File: src/rtl/bingo_pkg.sv
// Shared constants, state encoding and helpers for the bingo board input path.
// Geometry assumes a 640x480 frame with a 5x5 board of 64 px cells.
package bingo_pkg;

    localparam int GRID      = 5;
    localparam int CELLS     = GRID * GRID;
    localparam int NUM_W     = 5;
    localparam int NUM_LINES = 2 * GRID + 2;

    localparam int WIN_X0_DEF     = 160;
    localparam int WIN_Y0_DEF     = 80;
    localparam int CELL_SHIFT_DEF = 6;
    localparam int WIN_LINES_DEF  = 5;

    localparam int ROW0 = 0;
    localparam int ROW1 = 1;
    localparam int ROW2 = 2;
    localparam int ROW3 = 3;
    localparam int ROW4 = 4;
    localparam int COL0 = 5;
    localparam int COL1 = 6;
    localparam int COL2 = 7;
    localparam int COL3 = 8;
    localparam int COL4 = 9;
    localparam int DIAG = 10;
    localparam int ANTI = 11;

    typedef enum logic [2:0] {IDLE, HIT, SCAN, MARK, EVAL} state_t;
    typedef enum logic {SRC_LOCAL, SRC_REMOTE} src_t;

    function automatic logic [NUM_W-1:0] cell_num(input logic [CELLS*NUM_W-1:0] map,
                                                   input logic [4:0] idx);
        return map[int'(idx) * NUM_W +: NUM_W];
    endfunction

endpackage

File: src/rtl/bingo_line_eval.sv
// Combinational line detector: which of the 12 rows/columns/diagonals are fully
// circled, plus how many there are.
module bingo_line_eval
    import bingo_pkg::*;
(
    input  logic [CELLS-1:0]     circle,
    output logic [NUM_LINES-1:0] line,
    output logic [3:0]           line_cnt
);

    always_comb begin
        // NOTE: every output gets a default first so no path leaves it unassigned (no latch).
        line     = '1;
        line_cnt = '0;
        for (int r = 0; r < GRID; r++) begin
            for (int c = 0; c < GRID; c++) begin
                line[ROW0 + r] = line[ROW0 + r] & circle[r * GRID + c];
                line[COL0 + c] = line[COL0 + c] & circle[r * GRID + c];
            end
            line[DIAG] = line[DIAG] & circle[r * GRID + r];
            line[ANTI] = line[ANTI] & circle[r * GRID + (GRID - 1 - r)];
        end
        for (int i = 0; i < NUM_LINES; i++) begin
            line_cnt = line_cnt + 4'(line[i]);
        end
    end

endmodule

File: src/rtl/bingo_mark_ctrl.sv
// Turns local pointer clicks and opponent-called numbers into board marks, and
// keeps the circle bitmap, completed-line flags and sticky bingo flag.
module bingo_mark_ctrl
    import bingo_pkg::*;
#(
    parameter int WIN_X0     = WIN_X0_DEF,
    parameter int WIN_Y0     = WIN_Y0_DEF,
    parameter int CELL_SHIFT = CELL_SHIFT_DEF,
    parameter int WIN_LINES  = WIN_LINES_DEF
) (
    input  logic                     clk,
    input  logic                     rst,
    input  logic [9:0]               ptr_x,
    input  logic [9:0]               ptr_y,
    input  logic                     ptr_valid,
    input  logic                     click,
    input  logic                     my_turn,
    input  logic [CELLS*NUM_W-1:0]   map,
    input  logic                     remote_valid,
    input  logic [NUM_W-1:0]         remote_num,
    output logic                     remote_ready,
    output logic [CELLS-1:0]         circle,
    output logic [NUM_LINES-1:0]     line,
    output logic [3:0]               line_cnt,
    output logic                     bingo,
    output logic                     pick_valid,
    output logic [NUM_W-1:0]         pick_num,
    output logic                     busy
);

    localparam logic [9:0] X_LO = 10'(WIN_X0);
    localparam logic [9:0] X_HI = 10'(WIN_X0 + (GRID << CELL_SHIFT));
    localparam logic [9:0] Y_LO = 10'(WIN_Y0);
    localparam logic [9:0] Y_HI = 10'(WIN_Y0 + (GRID << CELL_SHIFT));

    state_t             state, state_next;
    logic               click_d, click_edge;
    logic [9:0]         x_q, y_q;
    logic [NUM_W-1:0]   num_q;
    logic [4:0]         scan_idx, idx_q;
    src_t               src_q;

    logic [9:0]         dx, dy, bx, by;
    logic               in_win;
    logic [4:0]         hit_idx;
    logic [NUM_W-1:0]   scan_num;

    logic               latch_remote, latch_ptr, scan_step, mark_load;
    logic [4:0]         mark_idx;
    src_t               mark_src;

    logic [NUM_LINES-1:0] line_next;
    logic [3:0]           cnt_next;

    assign click_edge = click & ~click_d;

    // Subtraction stays at pointer width; out-of-window values wrap but are gated by in_win.
    assign dx       = x_q - X_LO;
    assign dy       = y_q - Y_LO;
    assign bx       = dx >> CELL_SHIFT;
    assign by       = dy >> CELL_SHIFT;
    assign hit_idx  = 5'(bx + 10'd5 * by);
    assign in_win   = (x_q >= X_LO) && (x_q < X_HI) && (y_q >= Y_LO) && (y_q < Y_HI);
    assign scan_num = cell_num(map, scan_idx);

    assign remote_ready = (state == IDLE);
    assign busy         = (state != IDLE);

    bingo_line_eval u_line_eval (
        .circle   (circle),
        .line     (line_next),
        .line_cnt (cnt_next)
    );

    always_ff @(posedge clk) begin
        // NOTE: registers use non-blocking assignments so every flop samples pre-edge values.
        if (rst) state <= IDLE;
        else     state <= state_next;
    end

    always_comb begin
        state_next   = state;
        latch_remote = 1'b0;
        latch_ptr    = 1'b0;
        scan_step    = 1'b0;
        mark_load    = 1'b0;
        mark_idx     = idx_q;
        mark_src     = src_q;
        unique case (state)
            IDLE: begin
                if (remote_valid) begin
                    latch_remote = 1'b1;
                    state_next   = SCAN;
                end else if (click_edge && ptr_valid && my_turn) begin
                    latch_ptr  = 1'b1;
                    state_next = HIT;
                end
            end
            HIT: begin
                if (!in_win || circle[hit_idx]) begin
                    state_next = IDLE;
                end else begin
                    mark_load  = 1'b1;
                    mark_idx   = hit_idx;
                    mark_src   = SRC_LOCAL;
                    state_next = MARK;
                end
            end
            SCAN: begin
                if (num_q == '0) begin
                    state_next = IDLE;
                end else if (scan_num == num_q) begin
                    mark_load  = 1'b1;
                    mark_idx   = scan_idx;
                    mark_src   = SRC_REMOTE;
                    state_next = MARK;
                end else if (scan_idx == 5'(CELLS - 1)) begin
                    state_next = IDLE;
                end else begin
                    scan_step = 1'b1;
                end
            end
            MARK:    state_next = EVAL;
            EVAL:    state_next = IDLE;
            default: state_next = IDLE;
        endcase
    end

    always_ff @(posedge clk) begin
        // NOTE: the 25-bit board is plain flops, so reset clears it along with the rest.
        if (rst) begin
            click_d    <= 1'b0;
            x_q        <= '0;
            y_q        <= '0;
            num_q      <= '0;
            scan_idx   <= '0;
            idx_q      <= '0;
            src_q      <= SRC_LOCAL;
            circle     <= '0;
            line       <= '0;
            line_cnt   <= '0;
            bingo      <= 1'b0;
            pick_valid <= 1'b0;
            pick_num   <= '0;
        end else begin
            click_d    <= click;
            pick_valid <= 1'b0;
            if (latch_remote) begin
                num_q    <= remote_num;
                scan_idx <= '0;
            end
            if (latch_ptr) begin
                x_q <= ptr_x;
                y_q <= ptr_y;
            end
            if (scan_step) scan_idx <= scan_idx + 5'd1;
            if (mark_load) begin
                idx_q <= mark_idx;
                src_q <= mark_src;
            end
            if (state == MARK) begin
                circle[idx_q] <= 1'b1;
                if (src_q == SRC_LOCAL && !circle[idx_q]) begin
                    pick_valid <= 1'b1;
                    pick_num   <= cell_num(map, idx_q);
                end
            end
            if (state == EVAL) begin
                line     <= line_next;
                line_cnt <= cnt_next;
                if (cnt_next >= 4'(WIN_LINES)) bingo <= 1'b1;
            end
        end
    end

endmodule

File: config.mk
export PLATFORM = sky130hd
export DESIGN_NAME = bingo_mark_ctrl
export DESIGN_NICKNAME = d
export VERILOG_FILES = /design/src/rtl/bingo_pkg.sv /design/src/rtl/bingo_line_eval.sv /design/src/rtl/bingo_mark_ctrl.sv
export SDC_FILE = /design/constraint.sdc
export NUM_CORES = 1
export LEC_CHECK = 0
export CAP_MARGIN = 15
export CORE_ASPECT_RATIO = 0.8
export CORE_MARGIN = 2
export CORE_UTILIZATION = 52
export CTS_BUF_LIST = sky130_fd_sc_hd__clkbuf_4
export DETAILED_ROUTE_END_ITERATION = 7
export PLACE_DENSITY = 0.88
export SETUP_SLACK_MARGIN = 0.4
export SYNTH_ARGS = -nofsm -noshare
export SYNTH_HDL_FRONTEND = slang
export SYNTH_SLANG_ARGS = --single-unit
File: constraint.sdc
create_clock -name clk -period 9.35 [get_ports clk]
set_clock_uncertainty 0.05 [all_clocks]
set_input_delay 1.87 -clock clk [delete_from_list [all_inputs] [get_ports clk]]
set_output_delay 1.87 -clock clk [all_outputs]
set_load 0.01 [all_outputs]
# Yosys cells after proc, flatten, opt, wreduce, memory -nomap -nowiden
# Index checks and enable logic that the tools add are counted.
# Widths: inputs -> output; s select.
[word_totals]
register_bits = 88
input_bits = 156
out_inout_bits = 50
wordCells = 163
[classes]
n_addsub = 15
n_mul = 3
order_cmp = 8
eq_ne = 11
n_shift = 2
muxes = 37
bitwise_logic = 53
reduce_logical = 20
[ops]
columns = ["operator", "count"]
rows = [
  ["$shiftx 125x9->5", 2],
  ["$and 1x1->1", 49],
  ["$add 4x1->4", 8],
  ["$mux 5", 5],
  ["$or 25x25->25", 1],
  ["$lt 10x9->1 const B", 2],
  ["$mux 1", 19],
  ["$mul 5x3->8 const B", 2],
  ["$mux 3", 5],
  ["$lt 5x6->1 const B", 2],
  ["$pmux 3 s4", 1],
  ["$bmux 1 s5", 2],
  ["$ge 10x7->1 const B", 1],
  ["$ge 10x8->1 const B", 1],
  ["$pmux 5 s2", 1],
  ["$sub 10x7->10 const B", 1],
  ["$sub 10x8->10 const B", 1],
  ["$logic_and 1x1->1", 7],
  ["$eq 3x2->1 const B", 2],
  ["$ne 2x2->1 const B", 3],
  ["$reduce_and 2->1", 3],
  ["$add 4x5->5", 1],
  ["$add 5x1->5 const B", 1],
  ["$demux 1 s5", 1],
  ["23 further kinds", 28],
]

# Logic depth before layout (Yosys ltp)
# Gate-level depths: netlist of run 1.
[depth]
depth_word = 17
ltp_mapped = 16
ltp_nobuf = 16

# Hierarchy
# A second synthesis of run 1 with hierarchy kept.
[hier_totals]
hier_cells = 718
area_unflattened_um2 = 6568.8
[modules_own_cells]
columns = ["mod", "instances", "cells_each", "area_per_inst_um2", "seq_area_each_um2"]
rows = [
  ["bingo_mark_ctrl", 1, 658, 6147.1, 1681.6],
  ["bingo_line_eval", 1, 60, 421.7, 0.0],
]

# Least setup slack after synthesis of run 1
# No wires, ideal clock.
[synth_timing]
path_kind = "register -> register"
from = "register y_q[4]"
to = "register state[0]"
setup_ps = 100
t_arrival_ps = 3870
t_required_ps = 9200
slack_ps = 5330
stages_incl_launch_ff = 16
n_path_buf = 1
period_less_slack_ps = 4020
path_cell_list = "dfxtp_1 o21a_1 or3_1 nand2_1 ha_1 ha_1 inv_1 fa_1 buf_2 mux4_2 mux2i_1 a21oi_1 mux2_2 nor4_4 nor2_2 a2111oi_4"
[synth_between]
elab_chain_len = 8
word_cells_on_any_way = 13
cone_classes = "add/sub (2); mul (1); order compare (2); mux (4); reduce/logical (4)"
[synth_lines]
columns = ["item", "line_no", "rtl"]
rows = [
  ["from (decl)", "bingo_mark_ctrl.sv:38", "logic [9:0] x_q, y_q;"],
  ["from (signal assigned)", "bingo_mark_ctrl.sv:154", "y_q <= ptr_y;"],
  ["$sub 10x7->10", "bingo_mark_ctrl.sv:59", "assign dy = y_q - Y_LO;"],
  ["$mul 3x4->5", "bingo_mark_ctrl.sv:62", "assign hit_idx = 5'(bx + 10'd5 * by);"],
  ["$add 4x5->5", "bingo_mark_ctrl.sv:62", ""],
  ["$bmux 1 s5", "bingo_mark_ctrl.sv:100", "if (!in_win || circle[hit_idx]) begin"],
  ["$mux 1 (implied by the code)", "bingo_mark_ctrl.sv:100", ""],
  ["$logic_or 1x1->1 *", "bingo_mark_ctrl.sv:100", ""],
  ["$mux 2 *", "bingo_mark_ctrl.sv:100", ""],
  ["$pmux 3 s4 *", "bingo_mark_ctrl.sv:89", "unique case (state)"],
  ["to (signal assigned)", "bingo_mark_ctrl.sv:78", "else state <= state_next;"],
  ["to (decl)", "bingo_mark_ctrl.sv:36", "state_t state, state_next;"],
]
# Mark *: on every way between the ends. The rest lies on a longest branch, timed or not. The select of a mux whose other input is x is not followed.
# A chain may end at the register's enable or synchronous reset.

# Worst setup path after layout of run 1
# Ends and elaborated chain as after synthesis.

==> impl_metrics.ini, run 1 <==
[run_status]
status = finished clean

[sta]
period_minus_slack_ps = 4524
rsz0062_at_grt = false
tightest_slew_ps = 1157
tns_ps = 0
setup_viol = 0
maxSlewHeadroom_pct = 20.86
fin_crit_sh_pct = 48.38
drv_slew = 0
fmax_mhz = 221.0
finalHoldViolations = 0

[worst_setup_path]
critPathMaxStageDelay_ps = 770
cp_data_required_time_ps = 9640
critPathTopFamily = adder cells
cp_slowest_cell = fa_1
r2r-start = y_q[4]
worstPathCellList = o21a_1 -> or3_1 -> nand2_1 -> ha_1 -> ha_1 -> inv_1 -> fa_1 -> mux4_2 -> mux2i_1 -> a21oi_1 -> mux2_2 -> nor4_4 -> nor2_2 -> a2111oi_4
crit_path_max_fanout = 8
critPathLaunch = y_q[4]
worstSetupPathType = reg -> reg
critPathLaunchType = register
crit_path_end_kind = register
worst-path-buf-inv = 1
r2r_slack_ps = 4830
crit_top_cell = ha_1
cp.arrival_ps = 4810
rr_endpoint = state[0]
reg2reg_depth = 14

[floorplanning]
start_util_pct = 53.29
die_h_um = 103.9
num_io_pins = 206
coreArea_um2 = 12160
dieArea_um2 = 13380
row_count = 36
die_w_um = 128.8

[global_route]
antenna_found_initial = 0
grt_usage_pct = 31.50
grt_overflow = 0
grt_pass1_vias = 6590
grt_pass1_wl_um = 33530
grt_max_degree = 80

[clock_network]
clk_latency_ps = 430
clk_path_buf_depth = 2
ctsResizeCount = 0
tritoncts = built
cts_made_buffers = 9
postCtsHoldBufs = 0
cts_setup_buffers = 0
root_buffer = clkbuf_4
cts_sinks = 84
cts_max_level = 3
path_clk_slew_ps = 120

[place]
finalWeightedCongestion = 0.9287
port_buffers = 201
dp.cells = 1024
post-dp-hpwl_um = 15700

[logic_synthesis]
yosysSeqAreaShare_pct = 25.95
synth_edf_count = 0
yosys.area.top_type_share_pct = 25.95
syn-cell-area_um2 = 6481
synth_area_leaders = dfxtp_1 (26%), mux4_2 (19%), mux2i_1 (9.1%)
synth_cells = 711
synthMostInstantiatedCell = nor2_1
synth_top_cell_by_area = dfxtp_1
synth-seq-cells = 84
synth-main-ff-cell = dfxtp_1
syn_area_per_cell_um2 = 9.116
synth.distinct_cells = 61
async_flop_share_pct = 0
syn-num-nets = 892
ys_warn_count = 0
yosys-top-cells-count = nor2_1 (86), dfxtp_1 (84), nand2_1 (73)

[cells_and_area]
insertedDiodeCount = 0
layout-drive-gt1-share_pct = 10.92
instances_no_fill = 1040
area_growth_pct = 33.86
nets = 1064

[hold_path]
whs_path_depth = 2
hold_path_end = line_cnt[0]
hold_start = line_cnt[0]
hp-class = reg -> reg

[power]
ir_worst_vdd_uv = 67.51
powerDensity_nw_per_um2 = 92.44
p_comb_share_pct = 24.6
seqPwrFrac_pct = 46.2
p_sw_share_pct = 27.21
p_int_uw = 583.8
switchingPower_uw = 218.2
p_leak_uw = 0.002917
clockPowerShare_pct = 29.2

[drt]
drc_errors = 0
num_vias = 6629
wl_per_cell_um = 20.10
first_pass_iters = 5
drtIter0Drc = 660
wirelength_um = 20900
ant_nets = 0
avgViaCountPerCell = 6.374

[run]
maxCapViolations = 0
==> kinds of logic (layout without fill, tap and decap cells) <==
logic type / count (synthesis) / count (layout) / synth area share [%]
AOI/OAI and AO/OA: 149 / 149 / 14.98
xor gates and xnor gates: 11 / 11 / 1.486
adders and majority gates: 25 / 25 / 5.869
buffers and inverters: 76 / 253 / 5.039
DFF: 84 / 84 / 25.95
muxes: 117 / 117 / 28.57
and+or+nand+nor: 249 / 249 / 18.11
==> flip-flops by register name (all words and copies together), names as in the netlist <==
| signal | cells |
|---|---|
| x_q | 10 |
| state | 3 |
| num_q | 5 |
| click_d | 1 |
| idx_q | 5 |
| y_q | 6 |
| src_q | 1 |
| line | 12 |
| scan_idx | 5 |
| line_cnt | 4 |
| pick_num | 5 |
| pick_valid | 1 |
| circle | 25 |
| bingo | 1 |
==> final cells by class <==
class                   count  area [µm²]
flip-flops and latches     84        1685
inverters                  29       108.9
multi-input cells         551        4473
well taps                 152       190.2
clock inverters             7       91.34
repair buffers            208        2059
fillers                   932        3486
clock buffers               9       67.56
==> worst max path at each step <==
stage          endpoint  slack [ps]  depth (start not counted)
2_1_floorplan  state[0]        5330                         15
5_1_grt        state[0]        4550                         14
3_5_place_dp   state[0]        4700                          9
6_report       state[0]        4830                         14
4_1_cts        state[0]        4850                         14
3_3_place_gp   state[0]        4770                          9
==> through the flow <==
step | instance area [µm²] | power (µW) | utilization (%) | worst slack, ps | hold WS [ps]
2_1_floorplan | 6481 | 474.2 | - | 5330 | 402.0
3_3_place_gp | 8517 | 567.0 | 70.03 | 4769 | 395.2
3_5_place_dp | 8517 | 572.5 | 70.03 | 4698 | 399.0
4_1_cts | 8676 | 802.1 | 71.34 | 4846 | 416.7
5_1_grt | 8676 | 835.3 | 71.34 | 4553 | 440.8
6_report | 8676 | 802.0 | 71.34 | 4826 | 412.5
==> metal layers <==
metal  global-route usage (%)  vias to the layer above  wire length (µm)
met4                    9.860                        0               535
met3                    7.613                       75              2265
met1                    44.81                     3135              8581
li1                         -                     2978                 -
met5                        0                        -                 0
met2                    47.51                      441              9519
==> worst reg2reg max path, cell delays in order (launching register included) <==
cell and delay (ps):
dfxtp_1 350, o21a_1 230, or3_1 380, nand2_1 130
ha_1 240, ha_1 310, inv_1 70, fa_1 770
mux4_2 370, mux2i_1 150, a21oi_1 100, mux2_2 330
nor4_4 480, nor2_2 130, a2111oi_4 360
==> cells in the final DEF (no fill, tap or decap), drive strengths merged, types with 5 or more instances in the layout <==
| cell | n |
|---|---|
| nor2 | 87 |
| dfxtp | 84 |
| mux2i | 59 |
| nand3 | 26 |
| nand2 | 73 |
| mux4 | 54 |
| and3 | 8 |
| xnor2 | 7 |
| ha | 16 |
| a31oi | 10 |
| a21oi | 67 |
| a22oi | 18 |
| nor2b | 11 |
| nand4 | 6 |
| clkinv | 5 |
| inv | 28 |
| clkdlybuf4s50 | 200 |
| nor3 | 11 |
| clkbuf | 9 |
| o21ai | 9 |
| nand2b | 5 |
| a211oi | 7 |
| and2 | 6 |
| fa | 9 |
| buf | 8 |
==> power by group through the flow <==
stage          combinational (µW)  clock (µW)  sequential [µW]
3_3_place_gp                  189           0              378
6_report                      197         234              370
4_1_cts                       196         237              370
2_1_floorplan                98.6           0              376
3_5_place_dp                  195           0              378
5_1_grt                       211         252              371
No activity file was read; power rests on OpenSTA's default activity.
==> run 2, diff against run 1 <==
--- a/config.mk
+++ b/config.mk
@@ -8,10 +8,10 @@
 export CAP_MARGIN = 15
 export CORE_ASPECT_RATIO = 0.8
 export CORE_MARGIN = 2
-export CORE_UTILIZATION = 52
+export CORE_UTILIZATION = 49
 export CTS_BUF_LIST = sky130_fd_sc_hd__clkbuf_4
 export DETAILED_ROUTE_END_ITERATION = 7
-export PLACE_DENSITY = 0.88
+export PLACE_DENSITY = 0.84
 export SETUP_SLACK_MARGIN = 0.4
 export SYNTH_ARGS = -nofsm -noshare
 export SYNTH_HDL_FRONTEND = slang
==> constraint.sdc (replaced) <==
create_clock -name clk -period 4.4 [get_ports clk]
set_clock_uncertainty 0.05 [all_clocks]
set_input_delay 0.88 -clock clk [delete_from_list [all_inputs] [get_ports clk]]
set_output_delay 0.88 -clock clk [all_outputs]
set_load 0.01 [all_outputs]
==> impl_metrics.ini, run 2 (synthesized netlist as in run 1, its figures left out) <==
[floorplanning]
row_count = 37
coreArea_um2 = 12870
die_h_um = 106.9
dieArea_um2 = 14170
num_io_pins = 206
die_w_um = 132.6
start_util_pct = 50.36

[cells_and_area]
insertedDiodeCount = 0
largest_register = circle
layout-drive-gt1-share_pct = 17.83
area_growth_pct = 41.54
nets = 1096
layout.cells.most_common = clkdlybuf4s50_1
instances_no_fill = 1095
post-route-util_pct = 71.28
largest_register_ffs = 25
layout_common_cells = clkdlybuf4s50_1 (200), nor2_1 (79), nand2_1 (72)
reg_top3 = circle: 25 flops, line: 12 flops, x_q: 10 flops

[drt]
avgViaCountPerCell = 6.089
ant_nets = 0
wirelength_um = 21580
wl_per_cell_um = 19.71
drc_errors = 0
first_pass_iters = 5
num_vias = 6668
drtIter0Drc = 554

[sta]
maxSlewHeadroom_pct = 35.63
tightest_slew_ps = 958.1
setup_viol = 0
fmax_mhz = 245.7
fin_crit_sh_pct = 92.49
drv_slew = 0
period_minus_slack_ps = 4070
tns_ps = 0
rsz0062_at_grt = true
finalWorstSetupSlack_ps = 330.2
finalHoldViolations = 0

[global_route]
grt_pass1_wl_um = 33100
grt_overflow = 0
grt_max_degree = 48
grt_usage_pct = 29.63
antenna_found_initial = 0
grt_pass1_vias = 6513

[power]
ir_worst_vdd_uv = 122.1
clockPowerShare_pct = 31.3
switchingPower_uw = 477.9
p_int_uw = 1313
p_comb_share_pct = 24.9
p_sw_share_pct = 26.69
seqPwrFrac_pct = 43.8
powerDensity_nw_per_um2 = 195.2
p_leak_uw = 0.003132

[worst_setup_path]
critPathMaxStageDelay_ps = 620
worstPathCellList = o21a_1 -> or3_4 -> xnor2_2 -> ha_1 -> fa_1 -> ha_4 -> a21oi_2 -> xnor2_1 -> xnor2_1 -> mux2_4 -> nor4_4 -> buf_4 -> o221ai_1 -> o311a_1
r2r_slack_ps = 330
cp.arrival_ps = 4380
worstSetupPathType = reg -> reg
crit_top_cell = xnor2_1
worst-path-buf-inv = 1
rr_endpoint = idx_q[3]
crit_path_max_fanout = 7
cp_slowest_cell = fa_1
critPathLaunchType = register
cp_data_required_time_ps = 4710
crit_path_end_kind = register
critPathTopFamily = adder cells
r2r-start = y_q[5]
reg2reg_depth = 14

[place]
port_buffers = 201
finalWeightedCongestion = 0.9676
post-dp-hpwl_um = 16030
place_ws_ps = 114.8
dp.cells = 1060

[clock_network]
path_clk_slew_ps = 130
cts_made_buffers = 9
clk_path_buf_depth = 2
cts_sinks = 84
clk_latency_ps = 460
tritoncts = built
cts_max_level = 3
root_buffer = clkbuf_4

[hold_path]
whs_path_depth = 2
hold_start = line[11]
hp-class = reg -> reg
hold_path_end = line[11]

[run]
maxCapViolations = 0

[run_status]
status = finished clean
-- run 2: cell types whose count changed in the layout (fill, tap and decap cells not counted), moves of 4 or more --
cell / previous run / this run
nor2_1: 86 / 79
dfxtp_2: 3 / 7
dfxtp_4: 0 / 10
nor2_4: 0 / 5
buf_4: 7 / 38
dfxtp_1: 81 / 67
-- run 2: repair_timing --
item / 4_1_cts / 5_1_grt
hold buffers: 0 / 0
pin swaps: 3 / 10
endpoints found under the setup margin: 8 / 9
resized for setup: 25 / 33
buffers inserted: 3 / 15
hold endpoints to repair: 0 / 0
-- run 2: routing by layer --
layer / global-route usage [%] / share of wire [%]
met1: 40.54 / 41
met5: 0 / 0
met3: 8.511 / 11
met2: 45.60 / 45
met4: 9.217 / 2.7
-- run 2: stage by stage --
step	cell area [µm²]	hold WS, ps	power [µW]
floorplan	6481	402.0	1008
global placement	8643	394.5	1207
detailed placement	8643	395.9	1216
CTS	8917	414.1	1780
global route	9174	442.4	1869
finish	9174	414.0	1791
-- run 2: worst max path at each step --
stage	from	cells after the start	endpoint	slack (ps)
CTS	circle[19]	16	bingo	400
finish	y_q[5]	14	idx_q[3]	330
detailed placement	y_q[4]	14	src_q	110
floorplan	y_q[4]	15	state[0]	440
global placement	y_q[4]	14	src_q	200
global route	y_q[5]	14	idx_q[3]	250
-- run 2: final cells by class --
class                           instances  area (µm²)
Fill cell                             993        3696
Sequential cell                        84        1728
Clock buffer                            9       67.56
Timing Repair Buffer                  240        2297
Tap cell                              175       219.0
Clock inverter                          7       115.1
Inverter                               29       108.9
Multi-Input combinational cell        551        4638
-- run 2: power groups by stage --
stage,clock network (µW),logic [µW],registers (µW)
floorplan,0,209,798
global placement,0,400,807
detailed placement,0,409,807
CTS,568,422,790
global route,607,474,788
finish,560,445,785
-- run 2: worst reg2reg max path, stage by stage (launching register included) --
cell	delay [ps]
dfxtp_2	340
o21a_1	220
or3_4	380
xnor2_2	140
ha_1	300
fa_1	620
ha_4	250
a21oi_2	150
xnor2_1	110
xnor2_1	290
mux2_4	360
nor4_4	240
buf_4	210
o221ai_1	140
o311a_1	170
